$ cat config.mk
export PLATFORM = sky130hd
export DESIGN_NAME = player_bullet_pool_flat
export DESIGN_NICKNAME = d
export VERILOG_FILES = /design/src/rtl/player_bullet_pool_if.sv /design/src/rtl/player_bullet_pool.sv /design/src/flat_wrapper.sv
export SDC_FILE = /design/constraint.sdc
export NUM_CORES = 1
export LEC_CHECK = 0
export CORE_ASPECT_RATIO = 1.1
export CORE_MARGIN = 4
export CORE_UTILIZATION = 30
export DETAILED_ROUTE_END_ITERATION = 8
export PLACE_DENSITY = 0.59
export SYNTH_ARGS = -nofsm -noshare
export SYNTH_HDL_FRONTEND = slang
export SYNTH_SLANG_ARGS = --single-unit
$ cat constraint.sdc
create_clock -name frame_clk -period 5 [get_ports frame_clk]
set_input_delay 0.5 -clock frame_clk [delete_from_list [all_inputs] [get_ports frame_clk]]
set_output_delay 0.5 -clock frame_clk [all_outputs]
set_load 0.02 [all_outputs]
$ cat src/rtl/player_bullet_pool_if.sv
// Signal bundle between the game logic / enemy blocks and the player bullet pool.
// Slot outputs bX*/bY* feed the enemy collision inputs; hit_mask comes back from them.
interface player_bullet_pool_if;
  logic       play;
  logic [7:0] keycode;
  logic       scroll;
  logic [9:0] playerX;
  logic [9:0] playerY;
  logic       facing;
  logic [4:0] hit_mask;
  logic [9:0] bX0, bX1, bX2, bX3, bX4;
  logic [9:0] bY0, bY1, bY2, bY3, bY4;
  logic [4:0] active;

  modport master (
    output play, keycode, scroll, playerX, playerY, facing, hit_mask,
    input  bX0, bX1, bX2, bX3, bX4, bY0, bY1, bY2, bY3, bY4, active
  );

  modport slave (
    input  play, keycode, scroll, playerX, playerY, facing, hit_mask,
    output bX0, bX1, bX2, bX3, bX4, bY0, bY1, bY2, bY3, bY4, active
  );
endinterface

$ cat src/rtl/player_bullet_pool.sv
// Five-slot player projectile pool: spawns on a fire-key edge, moves once per frame,
// retires on enemy hit or on leaving the 0..639 horizontal range. Inactive slots park at (0,0).
module player_bullet_pool #(
  parameter logic [7:0] FIRE_KEY  = 8'h0D,
  parameter logic [9:0] SPEED     = 10'd6,
  parameter logic [9:0] SCROLL_DX = 10'd2,
  parameter logic [9:0] SPAWN_DX  = 10'd24,
  parameter logic [9:0] SPAWN_DY  = 10'd20,
  parameter logic [7:0] COOLDOWN  = 8'd8
) (
  input logic                  frame_clk,
  input logic                  Reset,
  player_bullet_pool_if.slave  bus
);

  logic [4:0]       active_q, active_d;
  logic [4:0]       dir_q, dir_d;
  logic [4:0][9:0]  x_q, x_d;
  logic [4:0][9:0]  y_q, y_d;
  logic [7:0]       cool_q, cool_d;
  logic [7:0]       prev_key_q, prev_key_d;

  logic             fire_s;
  logic             slot_ok_s;
  logic [2:0]       slot_s;
  logic             left_bad_s;
  logic             accept_s;
  logic [9:0]       spawn_x_s;
  logic [9:0]       spawn_y_s;
  logic [4:0][10:0] up_s, dec_s, nx_s;
  logic [4:0]       retire_s;

  // State registers, cleared asynchronously on Reset.
  always_ff @(posedge frame_clk or posedge Reset) begin
    if (Reset) begin
      active_q   <= 5'd0;
      dir_q      <= 5'd0;
      x_q        <= '0;
      y_q        <= '0;
      cool_q     <= 8'd0;
      prev_key_q <= 8'd0;
    end else begin
      active_q   <= active_d;
      dir_q      <= dir_d;
      x_q        <= x_d;
      y_q        <= y_d;
      cool_q     <= cool_d;
      prev_key_q <= prev_key_d;
    end
  end

  // Lowest-index free slot, judged on pre-edge state so a slot retired this frame is not reused.
  always_comb begin
    slot_ok_s = 1'b1;
    slot_s    = 3'd0;
    casez (active_q)
      5'b????0: slot_s = 3'd0;
      5'b???01: slot_s = 3'd1;
      5'b??011: slot_s = 3'd2;
      5'b?0111: slot_s = 3'd3;
      5'b01111: slot_s = 3'd4;
      default:  slot_ok_s = 1'b0;
    endcase
  end

  // Fire request and spawn coordinates; a left-facing spawn that would go negative is dropped.
  always_comb begin
    fire_s     = bus.play && (bus.keycode == FIRE_KEY) && (prev_key_q != FIRE_KEY) && (cool_q == 8'd0);
    left_bad_s = !bus.facing && (bus.playerX < SPAWN_DX);
    accept_s   = fire_s && slot_ok_s && !left_bad_s;
    spawn_x_s  = bus.facing ? (bus.playerX + SPAWN_DX) : (bus.playerX - SPAWN_DX);
    spawn_y_s  = (bus.playerY < SPAWN_DY) ? 10'd0 : (bus.playerY - SPAWN_DY);
  end

  // 11-bit move with borrow check; retire on hit, underflow or passing the right edge.
  always_comb begin
    for (int i = 0; i < 5; i++) begin
      up_s[i]     = {1'b0, x_q[i]} + (dir_q[i] ? {1'b0, SPEED} : 11'd0);
      dec_s[i]    = (dir_q[i] ? 11'd0 : {1'b0, SPEED}) + (bus.scroll ? {1'b0, SCROLL_DX} : 11'd0);
      nx_s[i]     = up_s[i] - dec_s[i];
      retire_s[i] = bus.hit_mask[i] || (up_s[i] < dec_s[i]) || (nx_s[i] > 11'd639);
    end
  end

  // Next-state: spawn wins over hit/move on the allocated slot; play=0 freezes everything.
  always_comb begin
    active_d   = active_q;
    dir_d      = dir_q;
    x_d        = x_q;
    y_d        = y_q;
    cool_d     = cool_q;
    prev_key_d = prev_key_q;
    if (bus.play) begin
      prev_key_d = bus.keycode;
      for (int i = 0; i < 5; i++) begin
        if (accept_s && (slot_s == 3'(i))) begin
          active_d[i] = 1'b1;
          dir_d[i]    = bus.facing;
          x_d[i]      = spawn_x_s;
          y_d[i]      = spawn_y_s;
        end else if (active_q[i] && retire_s[i]) begin
          active_d[i] = 1'b0;
          x_d[i]      = 10'd0;
          y_d[i]      = 10'd0;
        end else if (active_q[i]) begin
          x_d[i] = nx_s[i][9:0];
        end else begin
          x_d[i] = x_q[i];
        end
      end
      if (accept_s) begin
        cool_d = COOLDOWN;
      end else if (cool_q != 8'd0) begin
        cool_d = cool_q - 8'd1;
      end else begin
        cool_d = cool_q;
      end
    end else begin
      cool_d = cool_q;
    end
  end

  assign bus.active = active_q;
  assign bus.bX0 = x_q[0];
  assign bus.bX1 = x_q[1];
  assign bus.bX2 = x_q[2];
  assign bus.bX3 = x_q[3];
  assign bus.bX4 = x_q[4];
  assign bus.bY0 = y_q[0];
  assign bus.bY1 = y_q[1];
  assign bus.bY2 = y_q[2];
  assign bus.bY3 = y_q[3];
  assign bus.bY4 = y_q[4];

endmodule
$ cat src/flat_wrapper.sv
// flat-port wrapper written by rule: the top's interface ports become plain ports
module player_bullet_pool_flat 
#(
  parameter logic [7:0] FIRE_KEY  = 8'h0D,
  parameter logic [9:0] SPEED     = 10'd6,
  parameter logic [9:0] SCROLL_DX = 10'd2,
  parameter logic [9:0] SPAWN_DX  = 10'd24,
  parameter logic [9:0] SPAWN_DY  = 10'd20,
  parameter logic [7:0] COOLDOWN  = 8'd8
)
  (frame_clk, Reset, bus_play, bus_keycode, bus_scroll, bus_playerX, bus_playerY, bus_facing, bus_hit_mask, bus_bX0, bus_bX1, bus_bX2, bus_bX3, bus_bX4, bus_bY0, bus_bY1, bus_bY2, bus_bY3, bus_bY4, bus_active);
  player_bullet_pool_if bus_i ();
  input logic frame_clk;
  input logic Reset;
  input wire logic [$bits(bus_i.play)-1:0] bus_play;
  input wire logic [$bits(bus_i.keycode)-1:0] bus_keycode;
  input wire logic [$bits(bus_i.scroll)-1:0] bus_scroll;
  input wire logic [$bits(bus_i.playerX)-1:0] bus_playerX;
  input wire logic [$bits(bus_i.playerY)-1:0] bus_playerY;
  input wire logic [$bits(bus_i.facing)-1:0] bus_facing;
  input wire logic [$bits(bus_i.hit_mask)-1:0] bus_hit_mask;
  output wire logic [$bits(bus_i.bX0)-1:0] bus_bX0;
  output wire logic [$bits(bus_i.bX1)-1:0] bus_bX1;
  output wire logic [$bits(bus_i.bX2)-1:0] bus_bX2;
  output wire logic [$bits(bus_i.bX3)-1:0] bus_bX3;
  output wire logic [$bits(bus_i.bX4)-1:0] bus_bX4;
  output wire logic [$bits(bus_i.bY0)-1:0] bus_bY0;
  output wire logic [$bits(bus_i.bY1)-1:0] bus_bY1;
  output wire logic [$bits(bus_i.bY2)-1:0] bus_bY2;
  output wire logic [$bits(bus_i.bY3)-1:0] bus_bY3;
  output wire logic [$bits(bus_i.bY4)-1:0] bus_bY4;
  output wire logic [$bits(bus_i.active)-1:0] bus_active;
  assign bus_i.play = bus_play;
  assign bus_i.keycode = bus_keycode;
  assign bus_i.scroll = bus_scroll;
  assign bus_i.playerX = bus_playerX;
  assign bus_i.playerY = bus_playerY;
  assign bus_i.facing = bus_facing;
  assign bus_i.hit_mask = bus_hit_mask;
  assign bus_bX0 = bus_i.bX0;
  assign bus_bX1 = bus_i.bX1;
  assign bus_bX2 = bus_i.bX2;
  assign bus_bX3 = bus_i.bX3;
  assign bus_bX4 = bus_i.bX4;
  assign bus_bY0 = bus_i.bY0;
  assign bus_bY1 = bus_i.bY1;
  assign bus_bY2 = bus_i.bY2;
  assign bus_bY3 = bus_i.bY3;
  assign bus_bY4 = bus_i.bY4;
  assign bus_active = bus_i.active;
  player_bullet_pool #(.FIRE_KEY(FIRE_KEY), .SPEED(SPEED), .SCROLL_DX(SCROLL_DX), .SPAWN_DX(SPAWN_DX), .SPAWN_DY(SPAWN_DY), .COOLDOWN(COOLDOWN)) u_core (.frame_clk(frame_clk), .Reset(Reset), .bus(bus_i));
endmodule
==> out/metrics.yaml, run 1 <==
finalMaxSlewViolations: 0
synth_most_common_cell: "dfrtp_1"
grt_pass1_wl_mm: 44.2
route.detailed.drc: 0
syn-cell-area_mm2: 0.00861
synth_area_leaders: "dfrtp_1 37%, ha_1 5.4%, nand2_1 4.0%"
cts_max_level: 4
die-area_mm2: 0.0315
synth_cells: 960
powerDensity_mw_per_mm2: 245
yosysTopAreaCellShare: 0.366
first_pass_iters: 7
drive_gt1_frac: 0.0766
place_ws_ns: 0.584
numCtsBuffers: 17
core_area_mm2: 0.0280
yosysWarnings: 0
wirelength_mm: 27.7
yosys.area.top_type: "dfrtp_1"
worst-endpoint-required_ns: 5.28
ant_nets: 0
r2r_setup_slack_ns: 1.13
clock_sinks: 126
hp-class: "reg -> reg"
clock_path_buffers: 2
synth-seq-area-share: 0.366
ys_top_cells_by_count: "126 x dfrtp_1, 91 x nand2_1, 68 x nor2_1"
placed_cell_area_mm2: 0.0104
setup_viol: 0
hold_viol_final: 0
route.vias.total: 7843
first_global_vias: 7815
yosysUniqueCellTypes: 93
finalCritPeriodShare: 0.808
synth_edf_count: 0
viasPerCell: 5.33
crit_path_end_kind: "register"
cts_setup_buffers: 0
hold_buffers: 0
final_cell_area_mm2: 0.0110
place_congestion: 0.904
synthArstFlopShare: 1.00
setup.worst_path.class: "in -> reg"
tns_ns: 0
antenna_found_initial: 0
clk_latency_ns: 0.41
grt.total_usage: 0.176
p_leak_nw: 4.56
arrival_ns: 4.32
grt_overflow: 0
clk_pin_slew_ns: 0.06
finalClockSkew_ns: 0.00779
rsz0062_at_grt: "no"
die_h_um: 186
fp-row-count: 64
cp_max_fo: 11
min_period_ns: 4.04
outcome: "finished clean"
io_buffers: 142
cts_resized: 0
cts_root_buf: "clkbuf_16"
nNetsFinal: 1181
synthToLayoutAreaGrowth_pct: 28.2
ys_ff_latch: 126
synth_area_per_cell_um2: 8.97
cts_tree: "done"
grt_max_degree: 59
clock.fmax_mhz: 248
num_io_pins: 143
start_kind: "input pin"
avgRoutedWirePerCell_um: 18.8
synthFlopType: "dfrtp_1"
synth_nets: 1045
worst_pin_slew_ns: 1.01
whs_ns: 0.478
slew_headroom: 0.324
start_util: 0.307
n_antenna_cell: 0
fin_ws_ns: 0.960
drtIter0Drc: 377
dp_hpwl_mm: 20.3
die_w_um: 170
ir_drop_mv: 0.238
total_power_mw: 2.70
max-cap-violations: 0
==> final timing paths <==
| check | start | endpoint | cells past startpoint |
|---|---|---|---|
| min in group asynchronous | Reset | u_core.prev_key_q[3]$_DFFE_PP0P_ | 2 |
| hold reg to reg | u_core.bus.bY3[9]$_DFFE_PP0P_ | u_core.bus.bY3[9]$_DFFE_PP0P_ | 2 |
| setup / recovery | bus_scroll | u_core.bus.bY4[1]$_DFFE_PP0P_ | 14 |
| setup reg to reg | u_core.bus.bX4[1]$_DFFE_PP0P_ | u_core.bus.bY4[1]$_DFFE_PP0P_ | 14 |
| hold / removal | u_core.bus.bY3[9]$_DFFE_PP0P_ | u_core.bus.bY3[9]$_DFFE_PP0P_ | 2 |
| max in group asynchronous | Reset | u_core.bus.bY3[9]$_DFFE_PP0P_ | 3 |
==> metal layers <==
metal,global-route usage,share of wire,up-vias
met1,0.230,0.45,3807
met4,0.0663,0.029,0
li1,-,-,3736
met3,0.0412,0.064,46
met2,0.286,0.46,254
met5,0,0,-
==> sequential cells by signal, summed over array words and instances (netlist names), 8 cells and up <==
signal and flops:
u_core.bus.bX0 10, u_core.bus.bX1 10, u_core.bus.bX2 10, u_core.bus.bX3 10, u_core.bus.bX4 10, u_core.bus.bY0 10
u_core.bus.bY1 10, u_core.bus.bY2 10, u_core.bus.bY3 10, u_core.bus.bY4 10, u_core.cool_q 8, u_core.prev_key_q 8
==> stage by stage <==
step,utilization,std cells
after floorplan,-,960
final,0.394,1472
after global routing,0.394,1472
after CTS,0.394,1472
after detailed placement,0.372,1440
after global placement,0.372,1440
==> report_power, final <==
group | switching (mW) | internal (mW)
Combinational | 0.180 | 0.124
Sequential | 0.0427 | 1.06
Clock | 0.472 | 0.822
Total | 0.694 | 2.01
==> logic make-up after synthesis <==
logic type	after synthesis	share of synthesized area
buffers and inverters	110	0.0516
and+or+nand+nor	332	0.207
muxes	17	0.0211
AOI/OAI and AO/OA	258	0.204
DFF	126	0.366
adders and majority gates	47	0.0770
xor gates and xnor gates	70	0.0728
==> area by class of cell <==
class | count | area (um^2)
clock buffers | 22 | 474
clock inverters | 10 | 136
fillers | 2816 | 17000
inverters | 67 | 254
multi-input cells | 724 | 5020
flip-flops and latches | 126 | 3150
well taps | 363 | 454
repair buffers | 160 | 1560
==> critical path, cell delays in order <==
cell and delay (ns):
clkdlybuf4s50_1 0.72, inv_1 0.31, ha_1 0.32, inv_1 0.06, ha_1 0.21, nor2b_1 0.12
o21ai_0 0.22, nand3b_1 0.14, nor4_1 0.43, nor2_1 0.10, a221o_1 0.36, o21ai_2 0.23
and2_1 0.42, o21ai_0 0.16
==> placed cells by master, fill, tap and decap left out, drive strengths merged, types with 11 or more instances in the layout <==
cell type / count
clkbuf: 22
dfrtp: 126
a22oi: 14
ha: 37
inv: 66
nand2b: 13
nor2b: 13
nor3: 38
xnor2: 39
o2bb2ai: 24
o21ai: 67
nand3: 23
nand2: 92
a21oi: 56
xor2: 30
or3: 11
buf: 18
nor2: 70
clkdlybuf4s50: 142
Note: power is estimated with default switching activity, not from simulation.
==> run 2: changes to the inputs <==
==> constraint.sdc (replaced) <==
create_clock -name frame_clk -period 3.8 [get_ports frame_clk]
set_input_delay 0.38 -clock frame_clk [delete_from_list [all_inputs] [get_ports frame_clk]]
set_output_delay 0.38 -clock frame_clk [all_outputs]
set_load 0.02 [all_outputs]
==> run 2 against run 1 <==
  * Wire length is 0.65% lower
  * Sequential power is 32% higher
  * Clock skew up 0.0091 ns
  * Setup slack worse by 0.78 ns
  * Worst hold slack worse by 0.044 ns
  * First-iteration DRC count is 27% higher
  * Via count increased by 0.50%
  * Critical endpoint is now u_core.bus.bY0[6]$_DFFE_PP0P_
  * Design area rose by 2.7%
  * Power increased by 30%
  * Largest cell class unchanged
  * Cell count up 2.2%
  * Utilization is 1.1 points higher
==> out/metrics.yaml, run 2 (synthesis gave the netlist of run 1 again) <==
start_util: 0.307
most-common-layout-cells: "142 x clkdlybuf4s50_1, 126 x dfrtp_1, 91 x nand2_1, 68 x nor2_1, 65 x inv_1"
avgRoutedWirePerCell_um: 18.3
start_kind: "register"
grt.total_usage: 0.175
powerDensity_mw_per_mm2: 310
nFillCells: 2818
grt_overflow: 0
gr-usage-met3: 0.0563
p_leak_nw: 4.73
die_w_um: 170
clock_sinks: 126
crit_top_cell: "inv_1"
cts_root_buf: "clkbuf_16"
numCtsBuffers: 17
io_buffers: 142
startpoint: "u_core.dir_q[0]$_DFFE_PP0P_"
wirelength_mm: 27.6
slew_headroom: 0.417
crit_slowest_cell: "fa_1"
r2r_setup_slack_ns: 0.18
grt.busiest_layer: "met2"
place_congestion: 0.880
ir_drop_mv: 0.306
clock_path_buffers: 2
die-area_mm2: 0.0315
setup_viol: 0
finalClockSkew_ns: 0.0169
grt_util_met2: 0.274
nNetsFinal: 1214
first_pass_iters: 5
slowest_delay_ns: 0.54
antenna_found_initial: 0
hold_viol_final: 0
gr-usage-met1: 0.230
route.vias.total: 7882
num_io_pins: 143
max-cap-violations: 0
worst_pin_slew_ns: 0.865
cts_max_level: 4
clk_pin_slew_ns: 0.06
rsz0062_at_grt: "no"
n_antenna_cell: 0
cts_setup_buffers: 0
first_global_vias: 7882
drive_gt1_frac: 0.109
die_h_um: 186
core_area_mm2: 0.0280
crit_path_end_kind: "register"
finalCritPeriodShare: 0.952
arrival_ns: 3.95
drtIter0Drc: 478
cp_cell_sequence: "ha_2, inv_1, fa_1, inv_1, ha_1, o21a_1, o21ai_0, and4b_2, and3_1, a221oi_1, or3_1, a21oi_4, nand2b_1, buf_12, o2bb2ai_1"
worst-endpoint-required_ns: 4.13
r2r_end: "u_core.bus.bY0[6]$_DFFE_PP0P_"
tns_ns: 0
seqCellArea_mm2: 0.00315
grt_max_degree: 59
synthToLayoutAreaGrowth_pct: 31.7
hp-class: "in -> async"
min_period_ns: 3.62
total_power_mw: 3.51
clk_latency_ns: 0.43
finalMaxSlewViolations: 0
dp_hpwl_mm: 20.8
viasPerCell: 5.24
multi_input_area_mm2: 0.00505
fp-row-count: 64
clock.fmax_mhz: 277
outcome: "finished clean"
ant_nets: 0
route.detailed.drc: 0
reg2regPathDepth: 15
setup.worst_path.class: "reg -> reg"
cp_max_fo: 11
regToRegStartpoint: "u_core.dir_q[0]$_DFFE_PP0P_"
cts_tree: "done"
grt_pass1_wl_mm: 43.8
crit_end: "u_core.bus.bY0[6]$_DFFE_PP0P_"
final_common_cell: "clkdlybuf4s50_1"
[run 2: cell types whose count changed in the layout (fill, tap and decap cells not counted), sizes merged]
cell	delta
clkbuf	-5
clkinvlp	-1
clkinv	+3
buf	+33
inv	+4
bufinv	-1
[run 2: area by class of cell]
class,count,area share
tap,363,0.0401
clock inverter,15,0.0145
sequential,126,0.278
clock buffer,17,0.0375
inverter,67,0.0224
multi-input combinational,724,0.445
timing repair buffer,193,0.162
[run 2: report_power, final]
part           leakage (nW)  switching, mW  internal, mW  total, mW
Sequential             1.59         0.0558          1.40       1.45
Clock                 0.285          0.668         0.976       1.64
Combinational          2.85          0.239         0.178      0.417
[run 2: stage by stage]
step	hold slack, ns	cells	setup slack (ns)	instance area (um^2)	utilization
3_3_place_gp	0.461	1473	0.137	10700	0.382
5_1_grt	0.510	1505	0.000400	11300	0.405
6_report	0.434	1505	0.183	11300	0.405
3_5_place_dp	0.473	1473	0.109	10700	0.382
4_1_cts	0.459	1505	0.150	11300	0.403
2_1_floorplan	0.462	960	0.0641	8610	-
[run 2: worst min path at each step]
stage                                   from                               end  slack, ns  cells after the start
2_1_floorplan   u_core.cool_q[4]$_DFFE_PP0P_      u_core.cool_q[4]$_DFFE_PP0P_       0.46                      1
3_3_place_gp   u_core.bus.bY3[4]$_DFFE_PP0P_     u_core.bus.bY3[4]$_DFFE_PP0P_       0.46                      2
3_5_place_dp   u_core.bus.bY1[4]$_DFFE_PP0P_     u_core.bus.bY1[4]$_DFFE_PP0P_       0.47                      1
4_1_cts                                Reset  u_core.prev_key_q[6]$_DFFE_PP0P_       0.46                      2
5_1_grt                                Reset  u_core.prev_key_q[6]$_DFFE_PP0P_       0.51                      2
6_report                               Reset  u_core.prev_key_q[6]$_DFFE_PP0P_       0.43                      2
[run 2: layer usage]
layer / vias to the layer above / part of all wire / routed length, um
met2: 235 / 0.44 / 12300
met5: - / 0 / 0
met1: 3803 / 0.46 / 12600
met3: 40 / 0.071 / 1970
met4: 0 / 0.027 / 746
li1: 3804 / - / -
[run 2: timing repair]
action                                  4_1_cts  5_1_grt
endpoints found under the setup margin        0       34
hold buffers                                  0        0
hold endpoints to repair                      0        0
resized for setup                             0        6
[run 2: worst max-delay path, delay by kind of cell (launching register included)]
kind | cells | cell delay [ns]
and+or+nand+nor | 4 | 1.11
buffers and inverters | 3 | 0.25
AOI/OAI and AO/OA | 5 | 0.75
adders and majority gates | 3 | 1.03
DFF | 1 | 0.38
==> run 3: changes to the inputs <==
--- a/config.mk
+++ b/config.mk
@@ -9,7 +9,9 @@
 export CORE_MARGIN = 4
 export CORE_UTILIZATION = 30
 export DETAILED_ROUTE_END_ITERATION = 8
+export HOLD_SLACK_MARGIN = 0.05
 export PLACE_DENSITY = 0.59
+export RECOVER_POWER = 25
 export SYNTH_ARGS = -nofsm -noshare
 export SYNTH_HDL_FRONTEND = slang
 export SYNTH_SLANG_ARGS = --single-unit
==> run 3 against run 2 <==
  * The run now ends with max-capacitance violations, max-slew violations left
  * Setup slack about the same
  * Clock skew barely moved
  * Count of clock-buffer cells in the layout is the same
  * Via count stayed put
  * Register-to-register slack about the same
  * Critical path type unchanged
  * Critical endpoint unchanged
  * Largest cell class unchanged
  * Highest routed layer unchanged
==> out/metrics.yaml, run 3 (synthesis gave the netlist of run 1 again) <==
clock_path_buffers: 2
first_pass_iters: 5
io_buffers: 142
post-route-util: 0.404
viasPerCell: 5.24
worst-endpoint-required_ns: 4.13
max-cap-violations: 2
setup.worst_path.class: "reg -> reg"
finalCritPeriodShare: 0.952
fp-row-count: 64
hold_depth: 2
die-area_mm2: 0.0315
final_common_cell: "clkdlybuf4s50_1"
finalClockSkew_ns: 0.0168
violations: "max-capacitance violations, max-slew violations"
place_inst: 1473
die_h_um: 186
drtIter0Drc: 478
cts_tree: "done"
place_congestion: 0.880
hold_viol_final: 0
most-common-layout-cells: "140 x clkdlybuf4s50_1, 126 x dfrtp_1, 91 x nand2_1, 68 x nor2_1, 65 x inv_1"
p_sw_frac: 0.274
crit_path_end_kind: "register"
switching_power_uw: 963
reg2regPathDepth: 15
num_io_pins: 143
dp_hpwl_mm: 20.8
seqPwrFrac: 0.414
internal-power_mw: 2.55
clock.fmax_mhz: 277
outcome: "finished, violations left"
cts_root_buf: "clkbuf_16"
hp-class: "reg -> reg"
ant_nets: 0
wirelength_mm: 27.6
placed_cell_area_mm2: 0.0107
numCtsBuffers: 17
start_kind: "register"
tns_ns: 0
stdcell_count: 1505
multi_input_area_mm2: 0.00505
powerDensity_mw_per_mm2: 310
grt_pass1_wl_mm: 43.8
start_util: 0.307
arrival_ns: 3.95
avgRoutedWirePerCell_um: 18.3
antenna_found_initial: 0
grt.total_usage: 0.175
grt_max_degree: 59
setup_viol: 0
first_global_vias: 7882
clock_sinks: 126
hold_buffers: 0
nFillCells: 2821
synthToLayoutAreaGrowth_pct: 31.6
clk_pin_slew_ns: 0.06
die_w_um: 170
cts_max_level: 4
ir_drop_mv: 0.306
clk_latency_ns: 0.43
grt_overflow: 0
p_comb_frac: 0.119
p_leak_nw: 4.72
finalMaxSlewViolations: 88
drive_gt1_frac: 0.108
core_area_mm2: 0.0280
whs_ns: 0.484
min_period_ns: 3.62
route.vias.total: 7882
cp_max_fo: 11
nNetsFinal: 1214
seqCellArea_mm2: 0.00315
n_antenna_cell: 0
p_clk_frac: 0.468
slew_headroom: -0.705
route.detailed.drc: 0
final_cell_area_mm2: 0.0113
rsz0062_at_grt: "no"
worst_pin_slew_ns: 2.54
## run 3: changes by cell type in the layout (fill, tap and decap cells not counted)
cell	change
buf_4	-1
clkbuf_1	+1
clkdlybuf4s50_1	-2
clkinvlp_2	+1
dlygate4sd3_1	+2
inv_4	-1
## run 3: final cells by class
cell class | instances | share of cell area
Clock buffer | 17 | 0.0375
Sequential cell | 126 | 0.278
Clock inverter | 15 | 0.0145
Timing Repair Buffer | 193 | 0.162
Tap cell | 363 | 0.0401
Multi-Input combinational cell | 724 | 0.445
Inverter | 67 | 0.0223
## run 3: critical path, cell delays in order (launching register included)
cell       delay (ns)
dfrtp_1          0.38
ha_2             0.21
inv_1            0.05
fa_1             0.54
inv_1            0.06
ha_1             0.28
o21a_1           0.10
o21ai_0          0.21
and4b_2          0.30
and3_1           0.25
a221oi_1         0.14
or3_1            0.38
a21oi_4          0.19
nand2b_1         0.18
buf_12           0.14
o2bb2ai_1        0.11
## run 3: what timing repair did
item	CTS	global route
resized for setup	0	6
buffers inserted	0	0
endpoints found under the setup margin	0	34
## run 3: final timing paths
check	endpoint	startpoint	slack, ns
hold reg to reg	u_core.bus.bY3[9]$_DFFE_PP0P_	u_core.bus.bY3[9]$_DFFE_PP0P_	0.48
max in group asynchronous	u_core.cool_q[1]$_DFFE_PP0P_	Reset	1.40
hold / removal	u_core.bus.bY3[9]$_DFFE_PP0P_	u_core.bus.bY3[9]$_DFFE_PP0P_	0.48
min in group asynchronous	u_core.prev_key_q[6]$_DFFE_PP0P_	Reset	1.12
setup reg to reg	u_core.bus.bY0[6]$_DFFE_PP0P_	u_core.dir_q[0]$_DFFE_PP0P_	0.18
setup / recovery	u_core.bus.bY0[6]$_DFFE_PP0P_	u_core.dir_q[0]$_DFFE_PP0P_	0.18
## run 3: power groups by stage
| stage | combinational (mW) | clock, mW | sequential (mW) |
|---|---|---|---|
| floorplan | 0.231 | 0 | 1.47 |
| global placement | 0.409 | 0 | 1.47 |
| detailed placement | 0.416 | 0 | 1.47 |
| CTS | 0.418 | 1.67 | 1.45 |
| global route | 0.461 | 1.73 | 1.46 |
| finish | 0.416 | 1.64 | 1.45 |
## run 3: through the flow
stage / worst slack (ns) / total power, mW
CTS: 0.150 / 3.54
global route: 0.000400 / 3.65
finish: 0.183 / 3.51
global placement: 0.137 / 1.88
floorplan: 0.0641 / 1.70
detailed placement: 0.109 / 1.89
## run 3: metal layers
layer  share of wire  vias to the layer above  routed length (um)  global-route usage
met2            0.44                      235               12300               0.274
met3           0.071                       40                1970              0.0563
met5               0                        -                   0                   0
met4           0.027                        0                 746              0.0618
li1                -                     3804                   -                   -
met1            0.46                     3803               12600               0.230
